<file path="src/rtl/cache_port_arbiter.sv">
// rtl/cache_port_arbiter.sv - round-robin two-port arbiter and sequencer for the cache request port
module cache_port_arbiter #(
  parameter int AW      = 32,
  parameter int DW      = 32,
  parameter int TIMEOUT = 64
) (
  input  logic          clk,
  input  logic          resetn,
  input  logic          iReq0,
  input  logic          iReq1,
  input  logic          iWe0,
  input  logic          iWe1,
  input  logic [AW-1:0] iAddr0,
  input  logic [AW-1:0] iAddr1,
  input  logic [DW-1:0] iData0,
  input  logic [DW-1:0] iData1,
  output logic          oGnt0,
  output logic          oGnt1,
  output logic          oDone0,
  output logic          oDone1,
  output logic [DW-1:0] oRData0,
  output logic [DW-1:0] oRData1,
  output logic          oHit0,
  output logic          oHit1,
  output logic          oErr0,
  output logic          oErr1,
  output logic          oCacheRd,
  output logic          oCacheWr,
  output logic [AW-1:0] oCacheAddr,
  output logic [DW-1:0] oCacheData,
  input  logic [DW-1:0] iCacheData,
  input  logic          iCacheReady,
  input  logic          iCacheHit
);

  typedef enum logic [1:0] {IDLE, ISSUE, WAIT, DONE} state_t;

  localparam int TW = (TIMEOUT > 1) ? $clog2(TIMEOUT) : 1;
  localparam logic [TW-1:0] TLAST = TW'(TIMEOUT - 1);

  state_t        state, nextState;
  logic          sel, last;
  logic [TW-1:0] timer;
  logic          winner, anyReq, timerEnd, finish;

  // Tie goes to the port that was not served last.
  assign anyReq   = iReq0 | iReq1;
  assign winner   = (iReq0 & iReq1) ? ~last : iReq1;
  assign timerEnd = (timer == TLAST);
  assign finish   = iCacheReady | timerEnd;

  always_ff @(posedge clk or negedge resetn) begin
    if (!resetn) state <= IDLE;
    else         state <= nextState;
  end

  always_comb begin
    nextState = state;
    case (state)
      IDLE:    if (anyReq) nextState = ISSUE;
      ISSUE:   nextState = WAIT;
      WAIT:    if (finish) nextState = DONE;
      DONE:    nextState = IDLE;
      default: nextState = IDLE;
    endcase
  end

  // The cache address/data registers double as the captured request; they hold through WAIT.
  always_ff @(posedge clk or negedge resetn) begin
    if (!resetn) begin
      sel        <= 1'b0;
      last       <= 1'b1;
      timer      <= '0;
      oGnt0      <= 1'b0;
      oGnt1      <= 1'b0;
      oDone0     <= 1'b0;
      oDone1     <= 1'b0;
      oRData0    <= '0;
      oRData1    <= '0;
      oHit0      <= 1'b0;
      oHit1      <= 1'b0;
      oErr0      <= 1'b0;
      oErr1      <= 1'b0;
      oCacheRd   <= 1'b0;
      oCacheWr   <= 1'b0;
      oCacheAddr <= '0;
      oCacheData <= '0;
    end else begin
      oGnt0    <= 1'b0;
      oGnt1    <= 1'b0;
      oDone0   <= 1'b0;
      oDone1   <= 1'b0;
      oCacheRd <= 1'b0;
      oCacheWr <= 1'b0;
      case (state)
        IDLE: begin
          if (anyReq) begin
            sel        <= winner;
            oGnt0      <= ~winner;
            oGnt1      <= winner;
            oCacheRd   <= winner ? ~iWe1 : ~iWe0;
            oCacheWr   <= winner ? iWe1 : iWe0;
            oCacheAddr <= winner ? iAddr1 : iAddr0;
            oCacheData <= winner ? iData1 : iData0;
          end
        end
        ISSUE: timer <= '0;
        WAIT: begin
          // A ready on the terminal count wins over the timeout.
          if (finish) begin
            if (sel) begin
              oDone1  <= 1'b1;
              oRData1 <= iCacheReady ? iCacheData : '0;
              oHit1   <= iCacheReady & iCacheHit;
              oErr1   <= ~iCacheReady;
            end else begin
              oDone0  <= 1'b1;
              oRData0 <= iCacheReady ? iCacheData : '0;
              oHit0   <= iCacheReady & iCacheHit;
              oErr0   <= ~iCacheReady;
            end
          end else begin
            timer <= timer + 1'b1;
          end
        end
        DONE: last <= sel;
        default: ;
      endcase
    end
  end

endmodule

</file>
<file path="config.mk">
export PLATFORM = sky130hd
export DESIGN_NAME = cache_port_arbiter
export DESIGN_NICKNAME = d
export VERILOG_FILES = /design/src/rtl/cache_port_arbiter.sv
export SDC_FILE = /design/constraint.sdc
export NUM_CORES = 1
export LEC_CHECK = 0
export CAP_MARGIN = 20
export CELL_PAD_IN_SITES_DETAIL_PLACEMENT = 1
export CELL_PAD_IN_SITES_GLOBAL_PLACEMENT = 1
export CORE_MARGIN = 2
export CORE_UTILIZATION = 30
export CTS_CLUSTER_SIZE = 10
export DETAILED_ROUTE_END_ITERATION = 10
export PLACE_DENSITY_LB_ADDON = 0.1
export SYNTH_ARGS = -nofsm -noshare
export SYNTH_HDL_FRONTEND = slang
export SYNTH_SLANG_ARGS = --single-unit
</file>
<file path="constraint.sdc">
create_clock -name clk -period 2.45 [get_ports clk]
set_clock_uncertainty 0.15 [all_clocks]
set_input_delay 0.735 -clock clk [delete_from_list [all_inputs] [get_ports clk]]
set_output_delay 0.735 -clock clk [all_outputs]
set_load 0.01 [all_outputs]
</file>
==> summary.md, run 1 <==
| Metric | Value |
|---|---|
| Routed WL | 20500 um |
| Synthesized area | 5930 um2 |
| Post-DRT Antenna Nets | 0 |
| Ant diodes | 0 |
| CP peak stage delay | 0.61 ns |
| Io pins | 306 |
| Flop pwr share | 34.1% |
| Crit path DAT | 1.37 ns |
| Area fraction of the dominant cell type after synthesis | 62.0% |
| Final period utilization | 92.1% |
| Post_cts resized | 0 |
| DRC Markers | 0 |
| Synth Instances | 511 |
| Layout cells sized above 1 | 7.36% |
| Worst min path class | primary input to asynchronous set/reset pin |
| Die Wd | 145 um |
| Async S/R FF share, synth | 100% |
| Number of synthesized register bits | 148 |
| Total track usage | 19.7% |
| Slew Limit Fails | 0 |
| Most used DFF post-synth | dfrtp_1 |
| # H-tree levels | 4 |
| Max cap viols | 0 |
| Port Buffers | 305 |
| Total Die Area | 20900 um2 |
| Setup CP Type | flip-flop to output port |
| DR vias | 5362 |
| Worst-margin pin slew | 0.361 ns |
| Largest net degree at the start of global routing | 63 |
| Worst-path clk slew | 0.07 ns |
| FF-to-FF setup slack | 0.47 ns |
| Clock sinks | 148 |
| Routed len/inst | 18.8 um |
| Syn_nets | 684 |
| First-pass GRT wire length | 31400 um |
| Gate power share | 43.7% |
| Worst hold margin | 0.0607 ns |
| Critical Path Fanout Max | 2 |
| Final Total Pwr | 12200 uW |
| Site Rows | 51 |
| Total negative slack | 0 ns |
| CTS tree | yes |
| Die H | 145 um |
| DP HPWL | 14900 um |
| Multi-input logic area | 1990 um2 |
| Post-synth EDFFs | 0 |
| Worst skew pair latency | 0.42 ns |
| P_int | 8070 uW |
| Hold-fix buffers, CTS | 0 |
| Initial Utilization | 30.5% |
| Yosys top cell by area | dfrtp_1 |
| Syn_area_per_cell | 11.6 um2 |
| WP buf/inv | 1 |
| DR vias/cell | 4.90 |
| Root Driver | clkbuf_16 |
| Slew headroom | 76.0% |
| Post-CTS Setup Bufs | 0 |
| First drt pass iteration count | 4 |
| Fmax | 443 MHz |
| Outcome | complete, no violations |
| Vias in the first global route | 5832 |
| Slowest CP cell | clkdlybuf4s50_1 |
| Worst path required time | 1.56 ns |
| Starting DRT DRC Count | 193 |
| Initial antenna violation count | 1 |
| GR Overflow Total | 0 |
| Layout area overhead | 68.1% |
| Clock network power share | 22.1% |
| R2R Path Start | timer[0] |
| Critical path, cell by cell | clkdlybuf4s50_1 |
| Worst Setup Start Kind | flip-flop |
| Final net count | 989 |
| Number of warning messages in the yosys log | 0 |
| Core area | 19500 um2 |
| Layout fillers | 2092 |
| Routability congestion estimate | 0.788 |
| Unrepaired setup endpoints after global routing | false |
| Top cell family by delay on the critical path | buffers and inverters |
| Tmin final | 2.26 ns |
| Top post-synthesis cells by area | dfrtp_1 62%, a22o_1 9.7%, nand2_1 8.3% |
| FF+latch area | 3700 um2 |
| CTS max path bufs | 2 |
| Leakage | 0.00443 uW |
| Switch Pwr | 4140 uW |
| R2r endpoint | oRData1[28] |
| CTS Buf Count | 17 |
| Post-synthesis sequential area ratio | 62.4% |
| P per Cell Area | 1220 nW/um2 |
| Count of final hold-check violations | 0 |
| Maximum vdd ir drop | 505 uV |
| Netlist cell types | 40 |
| R2R depth | 6 |
| Net Sw Frac | 33.9% |
| Final setup fails | 0 |
| Worst setup EP type | output port |
## cell type report
class / instances / share of cell area [%]
tap: 265 / 3.32
clock buffer: 17 / 4.26
inverter: 7 / 0.263
clock inverter: 15 / 1.87
multi-input combinational: 320 / 20.0
timing repair buffer: 322 / 33.1
sequential: 148 / 37.1
## Yosys cell counts (2+ instances only)
master and count:
a21oi_1 8, ha_1 5, nor2_1 6, dfrtp_1 147, nand3_1 2, nor3_1 4, nand2_1 132, inv_1 7
buf_4 8, and2_1 2, mux2_2 2, o21ai_0 2, a22o_1 66, buf_2 10, clkbuf_1 9, a21o_1 2
nand2b_1 2, buf_1 3, a22oi_1 64, nor3b_1 2, a31oi_1 2, and3_1 3, buf_6 6
## cell families after synthesis
| kind of cell | synth area share (%) |
|---|---|
| AND/OR/NAND/NOR | 11.5 |
| AO/OA/AOI/OAI | 20.3 |
| flip-flops | 62.4 |
| buffers and inverters | 4.20 |
| adder cells (fa/ha/maj) | 1.05 |
| multiplexers | 0.379 |
| XOR/XNOR | 0.148 |
## routing by layer
layer	routed length [um]	track usage (%)	part of all wire (%)
met1	7860	22.5	38
met2	10300	33.8	50
met3	1940	7.78	9.4
met4	463	6.49	2.3
met5	13	0	0.063
## metrics by stage
stage | util, % | setup slack, ns | instances | instance area [um2]
2_1_floorplan | - | 0.591 | 511 | 5930
3_3_place_gp | 48.1 | 0.0792 | 1062 | 9360
3_5_place_dp | 48.1 | 0.0478 | 1062 | 9360
4_1_cts | 51.3 | 0.167 | 1094 | 9980
5_1_grt | 51.3 | 0.124 | 1094 | 9980
6_report | 51.3 | 0.194 | 1094 | 9980
## power by group through the flow
| stage | clock, uW | sequential, uW | combinational [uW] |
|---|---|---|---|
| floorplan | 0 | 4620 | 1820 |
| global placement | 0 | 4150 | 5290 |
| detailed placement | 0 | 4210 | 5410 |
| CTS | 2780 | 4190 | 5430 |
| global route | 2880 | 4320 | 5830 |
| finish | 2700 | 4170 | 5340 |
## placed cells by master (no fill, tap or decap), types with 3 or more instances in the layout
cell type / synthesis / layout
clkdlybuf4s50_1: 0 / 304
buf_4: 8 / 7
clkbuf_16: 0 / 17
dfrtp_1: 147 / 147
ha_1: 5 / 5
nor3_1: 4 / 4
inv_8: 0 / 3
buf_12: 0 / 10
nor2_1: 6 / 6
inv_6: 0 / 5
a21oi_1: 8 / 8
inv_1: 7 / 7
a22oi_1: 64 / 64
a22o_1: 66 / 66
nand2_1: 132 / 132
## registers in the layout (all words and copies together) (netlist names), 2 cells and up
signal and flops:
oCacheAddr 32, timer 6, oCacheData 32, oRData0 32, state 2, oRData1 32
## worst max-delay path by stage
| stage | startpoint | endpoint | slack (ns) | cells after the start |
|---|---|---|---|---|
| final | oCacheData[20] | oCacheData[20] | 0.19 | 1 |
| after detailed placement | iReq1 | oCacheData[1] | 0.05 | 6 |
| after global placement | iReq1 | oCacheData[1] | 0.08 | 6 |
| after floorplan | iReq1 | oCacheAddr[0] | 0.59 | 6 |
| after global routing | oCacheData[20] | oCacheData[20] | 0.12 | 1 |
| after CTS | oCacheData[20] | oCacheData[20] | 0.17 | 1 |
No activity file was read; power rests on OpenSTA's default activity.
==> inputs of run 2 (changes only) <==
--- a/config.mk
+++ b/config.mk
@@ -7,2 +7,3 @@
 export LEC_CHECK = 0
+export ABC_AREA = 1
 export CAP_MARGIN = 20
@@ -11,3 +12,3 @@
 export CORE_MARGIN = 2
-export CORE_UTILIZATION = 30
+export CORE_UTILIZATION = 29
 export CTS_CLUSTER_SIZE = 10
==> constraint.sdc (replaced) <==
create_clock -name clk -period 2.3 [get_ports clk]
set_clock_uncertainty 0.15 [all_clocks]
set_input_delay 0.69 -clock clk [delete_from_list [all_inputs] [get_ports clk]]
set_output_delay 0.69 -clock clk [all_outputs]
set_load 0.02 [all_outputs]
==> run 2 against run 1 <==
Global-route usage is 0.090 points higher. First-iteration DRC count is 1.6% lower. Combinational power grew 28%. Critical path type unchanged. Critical endpoint is now oCacheAddr[14]. Largest power group unchanged.
==> summary.md, run 2 <==
| Metric | Value |
|---|---|
| Outcome | complete, no violations |
| Starting DRT DRC Count | 190 |
| Die Wd | 153 um |
| P per Cell Area | 1340 nW/um2 |
| Site Rows | 54 |
| Most common cell after layout, fill and taps aside | nand2_1 |
| Post-synthesis sequential area ratio | 57.5% |
| Worst-path clk slew | 0.06 ns |
| Synth Instances | 731 |
| Routed WL | 23200 um |
| First drt pass iteration count | 4 |
| Post-DRT Antenna Nets | 0 |
| Most common cell in the netlist | nand2_1 |
| Layout fillers | 2483 |
| Final net count | 1198 |
| Number of synthesized register bits | 148 |
| # H-tree levels | 4 |
| R2R depth | 8 |
| Maximum vdd ir drop | 469 uV |
| Async S/R FF share, synth | 100% |
| Layout area overhead | 62.6% |
| Total negative slack | 0 ns |
| CP peak stage delay | 0.64 ns |
| Most frequent cells after synthesis | 326 x nand2_1, 147 x dfrtp_1, 73 x nand3_1 |
| CTS Buf Count | 17 |
| Total Die Area | 23400 um2 |
| Worst setup EP type | output port |
| Net Sw Frac | 41.5% |
| Critical Path Fanout Max | 2 |
| Ant diodes | 0 |
| Worst Setup Start Kind | flip-flop |
| Worst skew pair latency | 0.43 ns |
| Post-synth EDFFs | 0 |
| Count of final hold-check violations | 0 |
| CTS tree | yes |
| R2R Path Start | timer[0] |
| Die H | 153 um |
| First-pass GRT wire length | 36500 um |
| Setup CP Type | flip-flop to output port |
| Clock sinks | 148 |
| Critical path, cell by cell | clkdlybuf4s50_1 |
| DR vias/cell | 4.71 |
| Core area | 21800 um2 |
| Util after Layout | 48.0% |
| Max cap viols | 0 |
| Yosys top cell by area | dfrtp_1 |
| Top cell family by delay on the critical path | buffers and inverters |
| Netlist cell types | 26 |
| Final setup fails | 0 |
| Syn_area_per_cell | 8.81 um2 |
| Slew headroom | 54.1% |
| Routability congestion estimate | 0.792 |
| Synthesized area | 6440 um2 |
| Worst-margin pin slew | 0.689 ns |
| Worst path required time | 1.46 ns |
| Most frequent cells in the layout | 326 x nand2_1, 249 x clkdlybuf4s50_1, 147 x dfrtp_1 |
| Worst Hold Launch | oErr1 |
| Final period utilization | 98.2% |
| Hold depth | 2 |
| Layout cells sized above 1 | 8.09% |
| Root Driver | clkbuf_16 |
| Number of warning messages in the yosys log | 0 |
| Fmax | 443 MHz |
| GR Overflow Total | 0 |
| DR vias | 6206 |
| P_int | 8240 uW |
| DRC Markers | 0 |
| Vias in the first global route | 6553 |
| Flop pwr share | 31.7% |
| Syn_nets | 904 |
| Port Buffers | 305 |
| Routed len/inst | 17.6 um |
| Hold EP | oErr1 |
| Io pins | 306 |
| CTS max path bufs | 2 |
| Largest net degree at the start of global routing | 67 |
| FF-to-FF setup slack | 0.35 ns |
| Slew Limit Fails | 0 |
| Clock network power share | 19.8% |
| Crit path DAT | 1.42 ns |
| Initial Utilization | 29.5% |
| Total track usage | 19.8% |
| Slowest CP cell | clkdlybuf4s50_1 |
| WP buf/inv | 1 |
| Unrepaired setup endpoints after global routing | false |
| Initial antenna violation count | 0 |
| R2r endpoint | oRData1[27] |
| Gate power share | 48.5% |
| Leakage | 0.00529 uW |
| DP HPWL | 16400 um |
| Tmin final | 2.26 ns |
| Worst min path class | flip-flop to flip-flop |
| Top post-synthesis cells by area | dfrtp_1 57%, nand2_1 19%, nand4_1 6.6% |
| Most used DFF post-synth | dfrtp_1 |
| Switch Pwr | 5830 uW |
| Area fraction of the dominant cell type after synthesis | 57.1% |
[run 2: worst max-delay path by stage]
stage,from,end,slack [ns],depth (start not counted)
global route,oCacheAddr[25],oCacheAddr[25],0.000005,1
global placement,iReq1,oCacheData[16],0.1,8
floorplan,iReq1,oCacheAddr[1],0.66,8
finish,oCacheAddr[14],oCacheAddr[14],0.04,1
detailed placement,iReq1,oCacheAddr[14],0.06,8
CTS,oCacheAddr[4],oCacheAddr[4],0.001,1
[run 2: logic make-up (layout without fill, tap and decap cells)]
family / Yosys count / after routing / synth area share, %
adder cells (fa/ha/maj): 5 / 5 / 0.971
flip-flops: 148 / 148 / 57.5
AND/OR/NAND/NOR: 502 / 502 / 34.9
AO/OA/AOI/OAI: 9 / 9 / 0.777
buffers and inverters: 64 / 371 / 5.46
XOR/XNOR: 3 / 3 / 0.408
[run 2: layout make-up]
class / instances / area [um2] / share of cell area (%)
Tap cell: 280 / 350 / 3.35
Inverter: 14 / 52.6 / 0.502
Sequential cell: 148 / 3700 / 35.4
Multi-Input combinational cell: 519 / 2400 / 22.9
Clock buffer: 18 / 429 / 4.10
Clock inverter: 14 / 143 / 1.36
Timing Repair Buffer: 325 / 3390 / 32.4
[run 2: worst register-to-register path, stage by stage, from the launching register on]
cell and delay, ns:
dfrtp_1 0.39, ha_1 0.21, nand2_1 0.08, nor2_2 0.14, nand2_2 0.10, nand2_4 0.10, nand3_4 0.39, nand2_1 0.21
nand2_1 0.07
[run 2: what timing repair did]
item | CTS | global route
hold buffers | 1 | 0
hold endpoints to repair | 15 | 0
resized for setup | 12 | 42
setup endpoints to repair | 12 | 42
setup buffers | 0 | 0
[run 2: per-layer routing]
layer	global-route usage (%)	vias to the layer above	wire, um
li1	-	2976	-
met1	24.0	2993	9800
met5	0	-	0
met4	5.20	0	348
met2	32.6	212	11000
met3	8.42	25	2030
[run 2: through the flow]
step                total power (uW)  hold slack (ns)  cells  instance area, um2  setup slack (ns)
floorplan                       8050            0.244    731                6440             0.658
global placement               11500            0.303   1285                9800            0.0968
detailed placement             11600            0.309   1285                9800            0.0554
CTS                            14400            0.326   1318               10400           0.00131
global route                   15000            0.352   1318               10500        0.00000544
finish                         14100            0.314   1318               10500            0.0419
[run 2: power groups by stage]
stage,sequential (uW),clock (uW),combinational (uW)
2_1_floorplan,5780,0,2270
3_3_place_gp,4490,0,6970
3_5_place_dp,4520,0,7050
4_1_cts,4500,2850,7010
5_1_grt,4640,2950,7390
6_report,4470,2780,6830
==> inputs of run 3 (changes only) <==
- CORE_MARGIN: 2 -> 3
- CORE_UTILIZATION: 29 -> 32
- clock period: 2.3 -> 2.81 ns (I/O delays scaled with it)
==> run 3 against run 2 <==
Count of clock-buffer cells in the layout rose by 1. Flip-flop and latch count unchanged. Sequential share of layout area grew 0.65 points. Critical path type unchanged. Largest cell class unchanged.
==> summary.md, run 3 (synthesis results as in run 2) <==
| Metric | Value |
|---|---|
| Outcome | complete, no violations |
| Final net count | 1189 |
| Worst setup EP type | output port |
| CTS tree | yes |
| Routability congestion estimate | 0.771 |
| Clock sinks | 148 |
| Top cell family by delay on the critical path | buffers and inverters |
| Initial antenna violation count | 1 |
| FF+latch area | 3700 um2 |
| Post-route cell area | 10300 um2 |
| DR vias | 6190 |
| GR Overflow Total | 0 |
| Worst-path clk slew | 0.07 ns |
| # H-tree levels | 4 |
| Post_cts resized | 0 |
| Die H | 148 um |
| First drt pass iteration count | 4 |
| Placed Area | 9680 um2 |
| Worst min path class | primary input to asynchronous set/reset pin |
| Crit path DAT | 1.46 ns |
| Starting DRT DRC Count | 218 |
| DR vias/cell | 4.78 |
| Site Rows | 51 |
| Util after Layout | 52.5% |
| Worst-margin pin slew | 0.694 ns |
| Routed len/inst | 17.8 um |
| CTS Buf Count | 17 |
| CTS max path bufs | 2 |
| Port Buffers | 305 |
| Slew headroom | 53.7% |
| Worst path required time | 1.82 ns |
| Max cap viols | 0 |
| P per Cell Area | 1130 nW/um2 |
| Final Total Pwr | 11600 uW |
| Post-DRT Antenna Nets | 0 |
| Multi-input logic area | 2400 um2 |
| Worst Setup Start Kind | flip-flop |
| Layout cells sized above 1 | 7.48% |
| Slew Limit Fails | 0 |
| Setup CP Type | flip-flop to output port |
| DP HPWL | 16300 um |
| Most common cell after layout, fill and taps aside | nand2_1 |
| Tmin final | 2.45 ns |
| Die Wd | 148 um |
| Routed WL | 23000 um |
| Most frequent cells in the layout | 326 x nand2_1, 303 x clkdlybuf4s50_1, 147 x dfrtp_1 |
| Critical path, cell by cell | clkdlybuf4s50_1 |
| Core area | 19600 um2 |
| Worst setup path startpoint | oCacheAddr[13] |
| Post-CTS Setup Bufs | 0 |
| Root Driver | clkbuf_16 |
| Total track usage | 21.0% |
| Initial Utilization | 32.9% |
| Layout fillers | 2276 |
| Final setup fails | 0 |
| Layout area overhead | 59.7% |
| Count of final hold-check violations | 0 |
| Total Die Area | 21900 um2 |
| Worst skew pair latency | 0.41 ns |
| Final period utilization | 87.3% |
| Fmax | 407 MHz |
| R2R Path Start | state[0] |
| Critical Path Fanout Max | 2 |
| Maximum vdd ir drop | 414 uV |
| DRC Markers | 0 |
| Total negative slack | 0 ns |
| Slowest CP cell | clkdlybuf4s50_1 |
| Unrepaired setup endpoints after global routing | false |
| Largest net degree at the start of global routing | 67 |
| Hold-fix buffers, CTS | 0 |
| First-pass GRT wire length | 36300 um |
| Leakage | 0.00471 uW |
| Io pins | 306 |
| CP peak stage delay | 0.64 ns |
| Vias in the first global route | 6652 |
| WP buf/inv | 1 |
[run 3: area by class of cell]
| class | count | area share (%) |
|---|---|---|
| flip-flops and latches | 148 | 36.0 |
| repair buffers | 316 | 31.1 |
| multi-input cells | 519 | 23.3 |
| clock buffers | 19 | 4.40 |
| well taps | 265 | 3.22 |
| clock inverters | 13 | 1.41 |
| inverters | 14 | 0.511 |
| diodes | 1 | 0.0243 |
[run 3: report_power, final]
| group | switching [uW] | total [uW] | internal, uW |
|---|---|---|---|
| logic | 3210 | 5670 | 2450 |
| clock network | 939 | 2310 | 1370 |
| registers | 574 | 3670 | 3100 |
[run 3: layer usage]
| layer | wire, um | GRT usage (%) |
|---|---|---|
| met1 | 9400 | 25.3 |
| met2 | 11100 | 34.2 |
| met3 | 2070 | 9.04 |
| met4 | 444 | 6.88 |
| met5 | 0 | 0 |
[run 3: metrics by stage]
stage	instances	hold slack, ns	worst slack [ns]
after detailed placement	1262	0.307	0.311
after CTS	1294	0.189	0.325
after floorplan	731	0.331	1.01
after global routing	1295	0.195	0.299
after global placement	1262	0.303	0.357
final	1295	0.191	0.356
[run 3: path summary, 6_finish.rpt]
check | end | slack (ns) | cells after the start
max | oCacheAddr[13] | 0.36 | 1
min | oRData1[1] | 0.19 | 1
max reg2reg | oErr0 | 0.82 | 5
min reg2reg | oRData1[28] | 0.32 | 2
max in group asynchronous | oCacheAddr[7] | 1.65 | 2
min in group clk | oRData1[28] | 0.32 | 2
